--- src/rtl/hack_pkg.sv ---
// -----------------------------------------------------------------------------
// hack_pkg
// Shared definitions for the Hack CPU codebase: word and ROM address widths,
// plus the fetch-stage state encoding.
// -----------------------------------------------------------------------------
package hack_pkg;

    localparam int HACK_WORD_W = 16;
    // The instruction ROM holds 2**ROM_ADDR_W words and indexes pc[ROM_ADDR_W-1:0].
    localparam int ROM_ADDR_W  = 11;

    typedef enum logic [0:0] {
        RUN  = 1'b0,
        HALT = 1'b1
    } fetch_state_t;

endpackage : hack_pkg

--- src/rtl/hack_fetch.sv ---
// -----------------------------------------------------------------------------
// hack_fetch
// Instruction-fetch stage for the Hack CPU. Presents pc to a combinational
// instruction ROM, captures the returned word into an output register and
// offers it to decode over a valid/ready handshake. Supports sequential
// fetch, taken-jump redirect with squash, and a level halt request.
//
// Ports
//   clk          in   rising-edge clock
//   rst_n        in   asynchronous active-low reset
//   pc           out  fetch address to the ROM
//   rom_instr    in   ROM data for pc, same cycle
//   instr        out  registered instruction to decode
//   instr_pc     out  address instr was fetched from
//   instr_valid  out  instr/instr_pc hold a live instruction
//   instr_ready  in   decode accepts instr this cycle
//   jump         in   taken-jump pulse from execute
//   jump_addr    in   jump target
//   halt         in   level request to stop fetching
//   halted       out  fetch frozen and output register empty
// -----------------------------------------------------------------------------
module hack_fetch
    import hack_pkg::*;
#(
    parameter logic [HACK_WORD_W-1:0] RESET_PC = 16'h0000
) (
    input  logic                   clk,
    input  logic                   rst_n,
    output logic [HACK_WORD_W-1:0] pc,
    input  logic [HACK_WORD_W-1:0] rom_instr,
    output logic [HACK_WORD_W-1:0] instr,
    output logic [HACK_WORD_W-1:0] instr_pc,
    output logic                   instr_valid,
    input  logic                   instr_ready,
    input  logic                   jump,
    input  logic [HACK_WORD_W-1:0] jump_addr,
    input  logic                   halt,
    output logic                   halted
);

    fetch_state_t           r_state;
    fetch_state_t           w_state_next;
    logic [HACK_WORD_W-1:0] r_pc;
    logic [HACK_WORD_W-1:0] r_instr;
    logic [HACK_WORD_W-1:0] r_instr_pc;
    logic                   r_instr_valid;
    logic                   r_halted;

    // Output register is free this edge: either empty or being consumed.
    logic w_slot_free;
    logic w_load;

    assign w_slot_free = !r_instr_valid || instr_ready;
    assign w_load      = (r_state == RUN) && !halt && w_slot_free;

    // A jump edge leaves the state alone, so halt entry/exit waits for a
    // non-jump edge.
    always_comb begin
        // NOTE: default assignment first so every path drives the signal and no latch is inferred.
        w_state_next = r_state;
        if (!jump) begin
            case (r_state)
                RUN:     if (halt && w_slot_free) w_state_next = HALT;
                HALT:    if (!halt)               w_state_next = RUN;
                default: w_state_next = RUN;
            endcase
        end
    end

    always_ff @(posedge clk or negedge rst_n) begin
        if (!rst_n) begin
            r_state       <= RUN;
            r_pc          <= RESET_PC;
            r_instr       <= '0;
            r_instr_pc    <= '0;
            r_instr_valid <= 1'b0;
            r_halted      <= 1'b0;
        end else begin
            // NOTE: non-blocking assignments so every register samples pre-edge values.
            r_state  <= w_state_next;
            r_halted <= (r_state == HALT);
            if (jump) begin
                // Redirect and squash: whatever decode takes this edge is still
                // delivered, but nothing new is captured from the stale pc.
                r_pc          <= jump_addr;
                r_instr_valid <= 1'b0;
            end else if (w_load) begin
                r_instr       <= rom_instr;
                r_instr_pc    <= r_pc;
                r_instr_valid <= 1'b1;
                r_pc          <= r_pc + 16'd1;
            end else if (r_instr_valid && instr_ready) begin
                r_instr_valid <= 1'b0;
            end
        end
    end

    assign pc          = r_pc;
    assign instr       = r_instr;
    assign instr_pc    = r_instr_pc;
    assign instr_valid = r_instr_valid;
    assign halted      = r_halted;

endmodule : hack_fetch

--- config.mk ---
export PLATFORM = sky130hd
export DESIGN_NAME = hack_fetch
export DESIGN_NICKNAME = d
export VERILOG_FILES = /design/src/rtl/hack_pkg.sv /design/src/rtl/hack_fetch.sv
export SDC_FILE = /design/constraint.sdc
export NUM_CORES = 1
export LEC_CHECK = 0
export ABC_AREA = 1
export CORE_UTILIZATION = 48
export CTS_CLUSTER_SIZE = 10
export DETAILED_ROUTE_END_ITERATION = 8
export PLACE_DENSITY = 0.85
export SLEW_MARGIN = 25
export SYNTH_ARGS = -nofsm -noshare
export SYNTH_HDL_FRONTEND = slang
export SYNTH_SLANG_ARGS = --single-unit
--- constraint.sdc ---
create_clock -name clk -period 3.6 [get_ports clk]
set_input_delay 0.72 -clock clk [delete_from_list [all_inputs] [get_ports clk]]
set_output_delay 0.72 -clock clk [all_outputs]
set_load 0.005 [all_outputs]
# Yosys cells after proc, flatten, opt, wreduce, memory -nomap -nowiden
# Cells that the tools add are included.
# word_totals
ff_bits,51
out_inout_bits,50
elab_cells,27
# classes
mux,8
add_sub_neg,1
bitwise,2
reduce_logical,10
# ops
cell,n
16-bit two-way mux,2
16-bit by 1-bit adder with 16-bit output (second input constant),1
1-bit two-way mux,5
1-bit logical AND,4
3-bit nonzero test,1
1-bit zero test,2
1-bit NOT,2
1-bit one-hot mux with 2 select lines,1
2-bit AND reduction,1
2-bit nonzero test,1
1-bit logical OR,1

# Longest topological paths before layout
# Gate-level depths: netlist (run 1).
# depth
depth_word,5
depth_mapped,9
mapped_depth_nobuf,8

# Least setup slack after synthesis (run 1)
# OpenSTA, ideal clock, no wires.
# synth_path
path_kind,input to register
from,input instr_ready
to,register r_pc[2] (netlist: pc[2])
path_buffers,1
required_ns,3.475
setup_time_ns,0.125
slack_ns,2.082
t_arrival_ns,1.393
cell_stages,8
path_cell_list,inv_1 nand2_1 nand2_4 nor2_8 inv_2 buf_6 nor2_1 a211oi_2
# synth_via
elab_chain_cells,3
# synth_lines
item,line_no,rtl
start: declaration,hack_fetch.sv:34,"input logic instr_ready,"
1-bit logical OR,hack_fetch.sv:53,assign w_slot_free = !r_instr_valid || instr_ready;
1-bit logical AND,hack_fetch.sv:54,assign w_load = (r_state == RUN) && !halt && w_slot_free;
2-bit nonzero test (no source line),n/a,
end signal: assignment,hack_fetch.sv:85,r_pc <= jump_addr;
end signal: assignment,hack_fetch.sv:91,r_pc <= r_pc + 16'd1;
end: declaration,hack_fetch.sv:43,logic [HACK_WORD_W-1:0] r_pc;
# Every way passes these cells.
# A chain may end at the register's enable or synchronous reset.

# Worst setup path in the final report (run 1)
# layout_path
from,input jump
to,register r_pc[15] (netlist: pc[15])
# layout_via
elab_chain_cells,1
# layout_lines
item,line_no,rtl
start: declaration,hack_fetch.sv:35,"input logic jump,"
16-bit two-way mux / 2-bit nonzero test (equally long branches),n/a,
# Parallel ways exist; a longest one is shown, timed or not.

==> results.toml, run 1 <==
[routing]
wl_per_cell_um = 12.52
viasPerCell = 4.807
ant_nets = 0
vias = 2139
drt-initial-drc-count = 174
drtPass1Iterations = 4
drc_errors = 0
routed_wl_um = 5572

[global_route]
grt_pass1_vias = 2055
grt_usage_pct = 22.13
overflow = 0
antenna_found_initial = 0
grt_max_degree = 44
grt_pass1_wl_um = 8956

[clocking]
clkSinkCount = 51
cts_inserted_buffers = 5
cts_hold_buf = 0
cts_tree = "yes"
clkTransAtPathRegs_ns = 0.09
insertion_delay_ns = 0.30
cts_max_level = 2
post_cts_resized = 0
clk_path_buf_depth = 2
clockRootBuffer = "clkbuf_8"
post_cts_buffers = 0

[yosys]
netlist_area_mm2 = 0.002404
yosys_most_used_dff = "dfrtp_1"
ys.warnings.count = 0
synth.distinct_cells = 30
postSynthCellCount = 292
synthArstFlopShare_pct = 100.0
synth_area_per_cell_um2 = 8.231
synth-seq-area-share_pct = 53.10
synth_edf_count = 0
synth_seq_cells = 51
syn_nets = 330

[die]
die_h_um = 72.77
fp.coreArea_mm2 = 0.004786
die-width_um = 72.77
die_area_mm2 = 0.005295
start_util_pct = 50.22
num_rows = 25
io-pin-count = 87

[timing]
finalHoldViolCount = 0
rsz0062_at_grt = "no"
fmax_ghz = 0.3958
worst_slack_ns = 1.073
fin_skew_ns = 0.008942
fin_crit_ns = 2.527
worstMarginPinSlew_ns = 0.7531
fin_tns_setup_ns = 0
report.final.slew_viol_count = 0
fin_crit_sh_pct = 70.19
relSlewSlack_pct = 49.63
setup_viol = 0

[power]
leakage_nw = 1.604
irDropWorstVdd_uv = 216.0
p_per_area_mw_per_mm2 = 465.5

[layout]
seq_area_mm2 = 0.001276
areaGrowthSynthToFinish_pct = 40.92
n_antenna_cell = 0
drive_gt1_share_pct = 7.407
multi_input_area_um2 = 973.4
nFillCells = 391
final_cell_mix = "nand2_1 (122), clkdlybuf4s50_1 (85), dfrtp_1 (51), nor2_1 (24), inv_1 (20)"
final_common_cell = "nand2_1"
nets = 415

[placement]
place_ws_ns = 0.7540
dp_hpwl_um = 4077
port_buffers = 86
place.gp.congestion = 0.9019

[job]
maxCapViolCount = 0

[setup_path]
crit_slowest_cell = "clkdlybuf4s50_1"
worst_setup_path_start_kind = "input pin"
critPathCaptureType = "flop"
path_class = "input pin to flop"
crit_fanout = 18
crit_required_ns = 3.79
critPathArrivalTime_ns = 2.71
cpPeakStageDelay_ns = 0.96
cp_common_cell = "nand2_1"
cp_cell_sequence = "clkdlybuf4s50_1, inv_1, nand2_2, inv_2, nand2_1, nand2_1, nand3b_1"

[run_status]
status = "finished, final reports clean"

[hold_path]
hp-class = "input pin to async pin"
path summary, 6_finish.rpt:
kind,start,end,slack [ns],depth (start not counted)
max reg2reg,instr_valid,pc[11],2.01,7
min,rst_n,instr_pc[0],0.40,1
max,jump,pc[15],1.07,7
min reg2reg,instr[6],instr[6],0.47,2
max in group asynchronous,rst_n,instr_pc[9],2.43,2
min in group clk,instr[6],instr[6],0.47,2
cell families after synthesis:
kind of cell / share of synthesized area (%)
AND/OR/NAND/NOR: 31.23
AO/OA/AOI/OAI: 7.652
XOR/XNOR: 1.093
flip-flops: 53.10
adder cells (fa/ha/maj): 0.5205
buffers and inverters: 6.403
stage by stage:
stage / utilization [%] / cell area, µm² / power (W) / std cells / hold slack, ns
finish: 70.77 / 3387 / 0.001577 / 445 / 0.4010
global route: 70.77 / 3387 / 0.001664 / 445 / 0.4358
floorplan: - / 2404 / 0.0009295 / 292 / 0.4244
detailed placement: 68.68 / 3287 / 0.001237 / 437 / 0.4537
CTS: 70.77 / 3387 / 0.001592 / 445 / 0.4127
global placement: 68.68 / 3287 / 0.001225 / 437 / 0.4502
registers in the layout, summed over array words and instances (netlist names):
register and flops:
instr_pc 16, pc 16, instr_valid 1, instr 16, halted 1, r_state 1
per-layer routing:
metal  track usage (%)  vias to the layer above  part of all wire (%)
li1                  -                     1081                     -
met1             26.90                      978                    44
met2             38.73                       70                    48
met3             4.834                       10                   6.0
met4             7.843                        0                   1.6
met5                 0                        -                     0
worst max-delay path, delay by kind of cell:
family,cells,cell delay (ns)
buffers and inverters,3,1.44
and+or+nand+nor,4,0.56
synth_stat cells (2+ instances only):
| master | n | area [µm²] |
|---|---|---|
| a21oi_1 | 4 | 20.02 |
| nor2_1 | 24 | 90.09 |
| o21ai_1 | 11 | 55.05 |
| nor2_4 | 2 | 22.52 |
| o21a_1 | 2 | 15.01 |
| o21bai_1 | 2 | 15.01 |
| nor2_2 | 4 | 25.02 |
| buf_6 | 3 | 33.78 |
| nand4_1 | 3 | 18.77 |
| o21ai_0 | 5 | 25.02 |
| buf_2 | 6 | 30.03 |
| o211ai_1 | 3 | 22.52 |
| inv_1 | 20 | 75.07 |
| nand2_1 | 122 | 457.9 |
| dfrtp_1 | 51 | 1276 |
| xor2_1 | 3 | 26.28 |
| inv_2 | 2 | 7.510 |
| nand2_2 | 5 | 31.28 |
| nand3_1 | 9 | 45.04 |
final cells by class:
| cell class | count | share of cell area [%] |
|---|---|---|
| flip-flops and latches | 51 | 37.68 |
| multi-input cells | 209 | 28.74 |
| repair buffers | 88 | 25.71 |
| clock buffers | 8 | 2.955 |
| well taps | 67 | 2.475 |
| inverters | 22 | 2.438 |
report_power, final:
group,switching [W],internal [W],total [W]
logic,0.000182,0.000281,0.000464
clock network,0.000179,0.000176,0.000354
registers,0.0000769,0.000682,0.000759
Note: power is estimated with default switching activity, not from simulation.
==> run 2: changes to the inputs <==
--- a/config.mk
+++ b/config.mk
@@ -6,10 +6,10 @@
 export NUM_CORES = 1
 export LEC_CHECK = 0
 export ABC_AREA = 1
-export CORE_UTILIZATION = 48
+export CORE_UTILIZATION = 40
 export CTS_CLUSTER_SIZE = 10
 export DETAILED_ROUTE_END_ITERATION = 8
-export PLACE_DENSITY = 0.85
+export PLACE_DENSITY = 0.76
 export SLEW_MARGIN = 25
 export SYNTH_ARGS = -nofsm -noshare
 export SYNTH_HDL_FRONTEND = slang
==> constraint.sdc (replaced) <==
create_clock -name clk -period 2.15 [get_ports clk]
set_input_delay 0.43 -clock clk [delete_from_list [all_inputs] [get_ports clk]]
set_output_delay 0.43 -clock clk [all_outputs]
set_load 0.005 [all_outputs]
==> run 2 against run 1 <==
Combinational power up 70%. Core utilization down 9.8 points. Worst hold slack worse by 0.18 ns. Via count up 2.2%. Largest cell class unchanged.
==> results.toml, run 2 (same netlist as run 1, synthesis figures left out) <==
[layout]
final_common_cell = "nand2_1"
nets = 421
fin_cells = 456
nFillCells = 499
drive_gt1_share_pct = 9.115
n_antenna_cell = 0
final_cell_mix = "nand2_1 (122), clkdlybuf4s50_1 (85), dfrtp_1 (51), nor2_1 (24), inv_1 (20)"
areaGrowthSynthToFinish_pct = 43.10

[clocking]
cts_max_level = 2
cts_inserted_buffers = 5
clkSinkCount = 51
post_cts_buffers = 0
post_cts_resized = 0
insertion_delay_ns = 0.31
cts_tree = "yes"
clockRootBuffer = "clkbuf_8"
cts_hold_buf = 0
clk_path_buf_depth = 2
clkTransAtPathRegs_ns = 0.10

[placement]
port_buffers = 86
dp_hpwl_um = 4368
place.gp.congestion = 0.8079
dp.cells = 448
place_ws_ns = 0.2213

[routing]
drc_errors = 0
wl_per_cell_um = 13.30
ant_nets = 0
routed_wl_um = 6063
drtPass1Iterations = 4
viasPerCell = 4.792
drt-initial-drc-count = 171
vias = 2185

[setup_path]
worst_setup_path_start_kind = "flop"
cpPeakStageDelay_ns = 0.55
crit_required_ns = 1.72
path_buf_inv = 1
critPathCaptureType = "output port"
crit_fanout = 6
cp_cell_sequence = "clkdlybuf4s50_1"
crit_slowest_cell = "clkdlybuf4s50_1"
path_class = "flop to output port"
path_delay_family = "buffers and inverters"
critPathArrivalTime_ns = 1.36

[timing]
fin_crit_sh_pct = 83.36
setup_viol = 0
holdWs_ns = 0.2180
fin_tns_setup_ns = 0
report.final.slew_viol_count = 0
worstMarginPinSlew_ns = 0.6328
fin_crit_ns = 1.792
finalHoldViolCount = 0
fmax_ghz = 0.5579
rsz0062_at_grt = "no"
relSlewSlack_pct = 57.81
worst_slack_ns = 0.3577
fin_skew_ns = 0.01340

[hold_path]
hp-class = "input pin to async pin"

[die]
fp.coreArea_mm2 = 0.005642
die_area_mm2 = 0.006323
die_h_um = 79.52
die-width_um = 79.52
start_util_pct = 42.60
io-pin-count = 87
num_rows = 27

[global_route]
grt_usage_pct = 20.74
grt_pass1_wl_um = 10010
grt_max_degree = 52
grt_pass1_vias = 2169
overflow = 0
antenna_found_initial = 0

[job]
maxCapViolCount = 0

[power]
leakage_nw = 1.623
p_per_area_mw_per_mm2 = 760.3
irDropWorstVdd_uv = 375.9

[run_status]
status = "finished, final reports clean"
-- run 2: final timing paths --
check                      startpoint      endpoint  slack [ns]  cells past startpoint
max                             pc[8]         pc[8]        0.36                      1
min                             rst_n     instr[12]        0.22                      2
max reg2reg                     pc[1]         pc[8]        0.61                      8
min reg2reg                   r_state        halted        0.47                      0
max in group asynchronous       rst_n  instr_pc[11]        1.50                      2
min in group clk              r_state        halted        0.47                      0
-- run 2: report_power, final --
| part | total [W] | internal, W | leakage, nW | switching (W) |
|---|---|---|---|---|
| Sequential | 0.00127 | 0.00114 | 0.628 | 0.000131 |
| Combinational | 0.000789 | 0.000481 | 0.955 | 0.000308 |
| Clock | 0.000553 | 0.000227 | 0.0402 | 0.000326 |
| Total | 0.00261 | 0.00185 | 1.62 | 0.000765 |
-- run 2: final cells by class --
cell class / instances / area [µm²] / area share (%)
Multi-Input combinational cell: 209 / 973.4 / 28.30
Inverter: 22 / 82.58 / 2.401
Sequential cell: 51 / 1276 / 37.10
Clock inverter: 3 / 20.02 / 0.5820
Tap cell: 72 / 90.09 / 2.619
Timing Repair Buffer: 94 / 928.4 / 26.99
Clock buffer: 5 / 68.82 / 2.001
-- run 2: metal layers --
metal | routed length, µm | share of wire [%] | vias up | global-route usage (%)
li1 | - | - | 1093 | -
met1 | 2626 | 43 | 1008 | 25.79
met2 | 2901 | 48 | 75 | 34.10
met5 | 0 | 0 | - | 0
met3 | 435 | 7.2 | 9 | 4.686
met4 | 99 | 1.6 | 0 | 9.455
-- run 2: per-stage QoR --
step / cell area, µm² / total power (W) / utilization (%)
finish: 3440 / 0.002615 / 60.97
global route: 3440 / 0.002798 / 60.97
CTS: 3440 / 0.002643 / 60.97
detailed placement: 3351 / 0.002089 / 59.39
global placement: 3351 / 0.002070 / 59.39
floorplan: 2404 / 0.001556 / -
==> run 3: changes to the inputs <==
==> constraint.sdc (replaced) <==
create_clock -name clk -period 1.6 [get_ports clk]
set_input_delay 0.32 -clock clk [delete_from_list [all_inputs] [get_ports clk]]
set_output_delay 0.32 -clock clk [all_outputs]
set_load 0.005 [all_outputs]
==> run 3 against run 2 <==
Clock power rose by 59%. Design area rose by 5.6%. Via count rose by 2.6%. Critical path type unchanged. Largest power group unchanged.
==> results.toml, run 3 (same netlist as run 1, synthesis figures left out) <==
[run_status]
status = "finished, final reports clean"

[setup_path]
critPathArrivalTime_ns = 1.26
path_buf_inv = 1
r2r.worst_path.cells = 9
crit_required_ns = 1.28
cpPeakStageDelay_ns = 0.53
critical_path_cell_count = 1
worst_setup_path_start_kind = "flop"
critPathCaptureType = "output port"
crit_fanout = 4
crit_slowest_cell = "clkdlybuf4s50_1"
cp_cell_sequence = "clkdlybuf4s50_1"
path_class = "flop to output port"
path_delay_family = "buffers and inverters"

[clocking]
clk_path_buf_depth = 2
clkTransAtPathRegs_ns = 0.09
insertion_delay_ns = 0.30
cts_tree = "yes"
clkSinkCount = 51
cts_inserted_buffers = 5
cts_max_level = 2
clockRootBuffer = "clkbuf_8"

[placement]
dp_hpwl_um = 4588
place_ws_ns = -0.1340
port_buffers = 86
place.gp.congestion = 0.8610

[hold_path]
hp-class = "flop to flop"
min_path_cells = 0

[routing]
ant_nets = 0
viasPerCell = 4.720
wl_per_cell_um = 12.99
drc_errors = 0
routed_wl_um = 6169
drt-initial-drc-count = 86
drtPass1Iterations = 4
vias = 2242

[timing]
worstMarginPinSlew_ns = 0.4946
fin_crit_sh_pct = 98.79
report.final.slew_viol_count = 0
relSlewSlack_pct = 67.02
fmax_ghz = 0.6326
finalHoldViolCount = 0
setup_viol = 0
fin_crit_ns = 1.581
fin_skew_ns = 0.005776
worst_slack_ns = 0.01934

[global_route]
grt_pass1_wl_um = 9846
antenna_found_initial = 0
overflow = 0
grt_pass1_vias = 2126
grt_max_degree = 33
grt_usage_pct = 20.30

[die]
die_area_mm2 = 0.006323
fp.coreArea_mm2 = 0.005642
die_h_um = 79.52
io-pin-count = 87
start_util_pct = 42.60
num_rows = 27
die-width_um = 79.52

[power]
p_comb_share_pct = 30.8
p_per_area_mw_per_mm2 = 1026
clkPwrFrac_pct = 23.6
p_seq_share_pct = 45.7
leakage_nw = 1.754
power.share.switching_pct = 27.72
irDropWorstVdd_uv = 431.8
power_w = 0.003729
p_int_w = 0.002695
switchingPower_w = 0.001034

[layout]
nFillCells = 475
areaGrowthSynthToFinish_pct = 51.17
nets = 441
drive_gt1_share_pct = 13.65
final_common_cell = "nand2_1"
n_antenna_cell = 0
final_cell_mix = "nand2_1 (122), clkdlybuf4s50_1 (82), dfrtp_1 (49), buf_4 (25), nor2_1 (24)"

[job]
maxCapViolCount = 0
## run 3: changes by cell type in the layout (fill, tap and decap cells not counted), moves of 2 or more
cell | previous run | this run
dlymetal6s2s_1 | 0 | 2
dfrtp_2 | 0 | 2
dfrtp_1 | 51 | 49
clkdlybuf4s50_1 | 85 | 82
buf_4 | 7 | 25
## run 3: repair_timing
action,4_1_cts,5_1_grt
resized for setup,2,4
hold endpoints to repair,19,0
hold buffers,1,0
setup endpoints to repair,5,10
buffers inserted,5,5
## run 3: layer usage
layer | share of wire (%) | wire length [µm] | global-route usage (%) | vias up
met2 | 48 | 2964 | 34.62 | 70
met3 | 5.9 | 364 | 3.771 | 7
met5 | 0 | 0 | 0 | -
li1 | - | - | - | 1127
met4 | 0.96 | 59 | 6.000 | 0
met1 | 45 | 2780 | 26.05 | 1038
## run 3: power groups by stage
stage,clock [W],combinational [W],sequential [W]
2_1_floorplan,0,0.000353,0.00174
3_3_place_gp,0,0.00107,0.00173
3_5_place_dp,0,0.00110,0.00174
4_1_cts,0.000895,0.00114,0.00170
5_1_grt,0.000951,0.00127,0.00173
6_report,0.000879,0.00115,0.00170
## run 3: final cells by class
class | instances | area (µm²) | area share, %
clock inverter | 2 | 37.54 | 1.033
multi-input combinational | 209 | 978.4 | 26.93
inverter | 22 | 82.58 | 2.273
sequential | 51 | 1279 | 35.19
clock buffer | 5 | 68.82 | 1.894
tap | 72 | 90.09 | 2.479
timing repair buffer | 114 | 1097 | 30.20
## run 3: final timing paths
path	start	to	slack [ns]
worst max-delay path	pc[14]	pc[14]	0.02
worst min-delay path	r_state	halted	0.46
worst max register to register	pc[1]	pc[8]	0.04
worst min register to register	r_state	halted	0.46
max in group asynchronous	rst_n	pc[13]	0.54
min in group asynchronous	rst_n	instr[0]	0.51
## run 3: metrics by stage
stage	utilization (%)	cell area [µm²]	setup TNS [ns]	std cells	hold WS [ns]
3_3_place_gp	60.81	3431	-0.8671	457	0.3057
2_1_floorplan	-	2404	0	292	0.02441
6_report	64.40	3633	0	475	0.4584
3_5_place_dp	60.81	3431	-1.907	457	0.3084
4_1_cts	63.54	3585	0	470	0.4579
5_1_grt	64.40	3633	-0.05926	475	0.4779
